===== config.mk =====
export PLATFORM = sky130hd
export DESIGN_NAME = jtag_boundary_scan_chain
export DESIGN_NICKNAME = d
export VERILOG_FILES = /design/src/rtl/jtag_boundary_scan_chain.sv
export SDC_FILE = /design/constraint.sdc
export NUM_CORES = 1
export LEC_CHECK = 0
export CAP_MARGIN = 10
export CORE_MARGIN = 2
export CORE_UTILIZATION = 50
export DETAILED_ROUTE_END_ITERATION = 8
export DONT_BUFFER_PORTS = 1
export HOLD_SLACK_MARGIN = 0.1
export SLEW_MARGIN = 10
export SYNTH_ARGS = -nofsm -noshare
export SYNTH_HDL_FRONTEND = slang
export SYNTH_SLANG_ARGS = --single-unit

===== constraint.sdc =====
create_clock -name tck -period 1.67 [get_ports tck]
set_input_delay 0.4175 -clock tck [delete_from_list [all_inputs] [get_ports tck]]
set_output_delay 0.4175 -clock tck [all_outputs]
set_load 0.01 [all_outputs]

===== src/rtl/jtag_boundary_scan_chain.sv =====
// Boundary-scan register chain: input, output and output-enable cells with
// update latches, driving the output pads from the latches in EXTEST mode.
module jtag_boundary_scan_chain #(
    parameter int N_IN  = 4,
    parameter int N_OUT = 4
) (
    input  logic             tck,
    input  logic             trst,
    input  logic             bsr_tdi,
    input  logic             bsr_capture,
    input  logic             bsr_shift,
    input  logic             bsr_update,
    input  logic             bsr_mode,
    output logic             bsr_tdo,
    input  logic [N_IN-1:0]  pad_in,
    output logic [N_IN-1:0]  core_in,
    input  logic [N_OUT-1:0] core_out,
    input  logic             core_oe,
    output logic [N_OUT-1:0] pad_out,
    output logic             pad_oe
);

    localparam int L = N_IN + N_OUT + 1;

    logic [L-1:0]     r_sr;
    logic [L-1:0]     r_upd;
    logic [N_OUT-1:0] w_upd_out;
    logic             w_upd_oe;

    // Capture has priority over shift; the chain moves toward sr[0] (bsr_tdo).
    always_ff @(posedge tck or posedge trst) begin
        if (trst) begin
            r_sr <= '0;
        end else if (bsr_capture) begin
            r_sr <= {core_oe, core_out, pad_in};
        end else if (bsr_shift) begin
            r_sr <= {bsr_tdi, r_sr[L-1:1]};
        end
    end

    // Update latches take the pre-edge chain contents regardless of capture/shift.
    always_ff @(posedge tck or posedge trst) begin
        if (trst) begin
            r_upd <= '0;
        end else if (bsr_update) begin
            r_upd <= r_sr;
        end
    end

    assign w_upd_out = r_upd[N_IN+N_OUT-1:N_IN];
    assign w_upd_oe  = r_upd[L-1];

    assign bsr_tdo = r_sr[0];
    assign core_in = pad_in;
    assign pad_out = bsr_mode ? w_upd_out : core_out;
    assign pad_oe  = bsr_mode ? w_upd_oe  : core_oe;

endmodule


# After elaboration in Yosys (flattened, before gate mapping)

Cells that the tools add are included.

Flip-flop bits (word level): 18
Bits of input ports: 16
Output and inout port bits: 10

Multiplexer cells: 4
Reductions and logical operators: 1

Operators with widths:

| cell              | number |
|---|---|
| $mux 9            | 2 |
| $mux 4            | 1 |
| $reduce_bool 2->1 | 1 |
| $mux 1            | 1 |

# Depth between registers and ports, before layout

Word-level depth: 2
Gate-level depth with buffers: 4

# Worst setup path after synthesis

No wires, ideal clock.

Path kind: input -> output
Start point: input port bsr_mode
End point: output port pad_oe
Arrival time: 0.753 ns
Path slack: 0.500 ns
Stages on the path: 1
Path buffers: 0
Cell sequence: mux2_2

Cells in the longest elaborated chain, start to end: 1

Ends and longest elaborated chain:

| element            | RTL line | RTL |
|---|---|---|
| start: declaration | 13       | `input logic bsr_mode,` |
| $mux 1             | 56       | `assign pad_oe = bsr_mode ? w_upd_oe : core_oe;` |
| end: declaration   | 20       | `output logic pad_oe` |

No other way between the ends.

# Worst setup path in the final report

Start point: register r_upd[6]
End point: output port pad_out[2]

Cells in the longest elaborated chain, start to end: 1

Ends and longest elaborated chain:

| element                  | RTL line | RTL |
|---|---|---|
| start: declaration       | 26       | `logic [L-1:0] r_upd;` |
| start signal: assignment | 46       | `r_upd <= r_sr;` |
| $mux 4                   | 55       | `assign pad_out = bsr_mode ? w_upd_out : core_out;` |
| end: declaration         | 19       | `output logic [N_OUT-1:0] pad_out,` |

No other way between the ends.

==> run summary <==
Fin. max-slew vios -> 0
Crit path cell chain -> mux2_2
Area grow syn2layout -> -1.25%
Worst path arrival time -> 950 ps
R2r endpoint -> r_upd[6]$_DFFE_PP0P_
Vias in the first global route -> 467
Hold_sp -> bsr_capture
Final nets -> 74
RePlAce Congestion -> 0.654
Warnings from Yosys -> 0
Mapped Area -> 703 um2
Clk buf depth -> 2
Slowest cell on the critical path -> dfrtp_1
DRT Wirelength -> 1150 um
Buf+Inv Stages, Crit Path -> 0
Initial DRC Count -> 3
Crit. End Element -> primary output
Die area -> 1720 um2
Register area share after synthesis -> 0.498
Reg2reg setup slack -> 880 ps
Hold Crit Class -> primary input to register
Critical path origin -> r_upd[6]$_DFFE_PP0P_
VDD IR max -> 0.000483 V
Final setup violation count -> 0
P_sw -> 157 uW
Syn Area/Cell -> 11.9 um2
TNS Setup -> 0 ps
CP Class -> register to primary output
GRT Overall Usage -> 0.159
Worst-skew pair later-pin latency -> 270 ps
Synth top area cells -> dfrtp_1, mux2_2, mux2i_1
Leak -> 0.322 nW
DRC -> 0
Clk slew on worst S/H paths -> 70 ps
Core area -> 1300 um2
Final HPWL DP -> 903 um
Worst path depth -> 1
Final Critical Period -> 1370 ps
M1 WL -> 466 um
Crit path to -> pad_out[2]
H-tree Lvls -> 1
FP Rows -> 13
I/O pins -> 26
Cell Pwr Density -> 970 nW/um2
Syn Nets -> 75
Final Total Pwr -> 673 uW
Synthesized instance count -> 59
Fin crit share -> 0.819
Starting Density -> 0.540
Metal2 WL -> 586 um
Power share of the combinational group -> 0.140
Crit path launch type -> register
Clk_skew -> 1.85 ps
Sw Ratio -> 0.233
Synth Register Bits -> 14
WL/cell -> 16.2 um
Max FO, Critical Path -> 2
R2R cell count -> 1
Most frequent cells in the layout -> dfrtp_1, mux2_2, mux2i_1, nand2_1, o21ai_1
Synth top area share -> 0.498
Drt first pass iters -> 2
Max layer used -> met4
Worst path required time -> 1250 ps
Seq pwr share -> 0.600
Vias -> 416
GR Overflow Total -> 0
Commonest non-fill, non-tap cell in the layout -> dfrtp_1
Pin count of the biggest net entering global routing -> 19
Sink Count -> 14
MaxCap Viol Count -> 0
Relative slew slack -> 0.673
Fillers -> 129
Delay-heaviest family, CP -> flip-flops
Post-DR vias/cell -> 5.86
Peak Freq -> 731 MHz
Reg2reg start -> r_sr[6]$_DFFE_PP0P_
CTS Buf Count -> 3
Post_cts resized -> 0
RSZ-0062 raised after global routing -> no
Antenna Cells -> 0
Chip Height -> 41.5 um
Final Hold Fails -> 0
Status -> finished clean
First-pass GRT wire length -> 2060 um
Largest area contributor in the netlist -> dfrtp_1
Share of cells above drive strength 1 -> 0.268
Root buf cell -> clkbuf_4
Clock Power Share -> 0.260
Die Wd -> 41.5 um
Unique masters post-synth -> 9
Pint -> 516 uW
Met3 routed wirelength -> 93 um
Buffers on Ports -> 0
Worst path max stage delay -> 390 ps
Final ANT Viol Nets -> 0
Worst-Margin Slew -> 489 ps
Clock tree from TritonCTS -> yes
Antenna violations before repair -> 0
[per-stage QoR]
stage / std cells / setup WS, ps / utilization / cell area [um2] / hold slack (ps)
3_5_place_dp: 67 / 491 / 0.509 / 662 / 363
6_report: 71 / 302 / 0.534 / 694 / 222
5_1_grt: 71 / 259 / 0.534 / 694 / 207
4_1_cts: 71 / 292 / 0.534 / 694 / 216
2_1_floorplan: 59 / 500 / - / 703 / 307
3_3_place_gp: 67 / 491 / 0.509 / 662 / 345
[registers in the layout (all words and copies together) (netlist names)]
name,flops
r_upd,5
r_sr,9
[timing repair]
item / in CTS / in global routing
hold buffers: 1 / 0
hold endpoints to repair: 14 / 0
setup endpoints to repair: 0 / 0
buffers inserted: 0 / 0
[cells in the mapped netlist]
| library cell | number |
|---|---|
| buf_6 | 2 |
| o21ai_2 | 2 |
| buf_4 | 5 |
| inv_1 | 1 |
| o21ai_1 | 7 |
| mux2i_1 | 9 |
| dfrtp_1 | 14 |
| nand2_1 | 9 |
| mux2_2 | 10 |
[area by class of cell]
type,count,area [um2],area share
multi-input cells,37,289,0.416
repair buffers,1,10.0,0.0144
well taps,15,18.8,0.0270
inverters,1,3.75,0.00541
clock buffers,3,22.5,0.0324
flip-flops and latches,14,350,0.505
[kinds of logic (layout without fill, tap and decap cells)]
| family | after synthesis | count (layout) | synth area share |
|---|---|---|---|
| multiplexers | 19 | 19 | 0.288 |
| AND/OR/NAND/NOR | 9 | 9 | 0.0480 |
| flip-flops | 14 | 14 | 0.498 |
| AO/OA/AOI/OAI | 9 | 9 | 0.0747 |
| buffers and inverters | 8 | 5 | 0.0907 |
[metal layers]
layer  up-vias  track usage
met1       197        0.193
met5         -            0
met3         2       0.0522
li1        196            -
met2        21        0.253
met4         0       0.0774
[worst min path at each step]
stage,end,depth (start not counted)
floorplan,r_sr[0]$_DFFE_PP0P_,1
global placement,r_sr[3]$_DFFE_PP0P_,1
detailed placement,r_sr[3]$_DFFE_PP0P_,1
global route,r_sr[4]$_DFFE_PP0P_,1
CTS,r_sr[6]$_DFFE_PP0P_,1
finish,r_sr[6]$_DFFE_PP0P_,1
[power by group through the flow]
stage | logic (mW) | clock network (mW) | registers, mW
2_1_floorplan | 0.109 | 0 | 0.402
3_3_place_gp | 0.0903 | 0 | 0.407
3_5_place_dp | 0.0942 | 0 | 0.411
4_1_cts | 0.0969 | 0.182 | 0.405
5_1_grt | 0.106 | 0.202 | 0.410
6_report | 0.0942 | 0.175 | 0.404
Power figures use the tool's default switching activity.
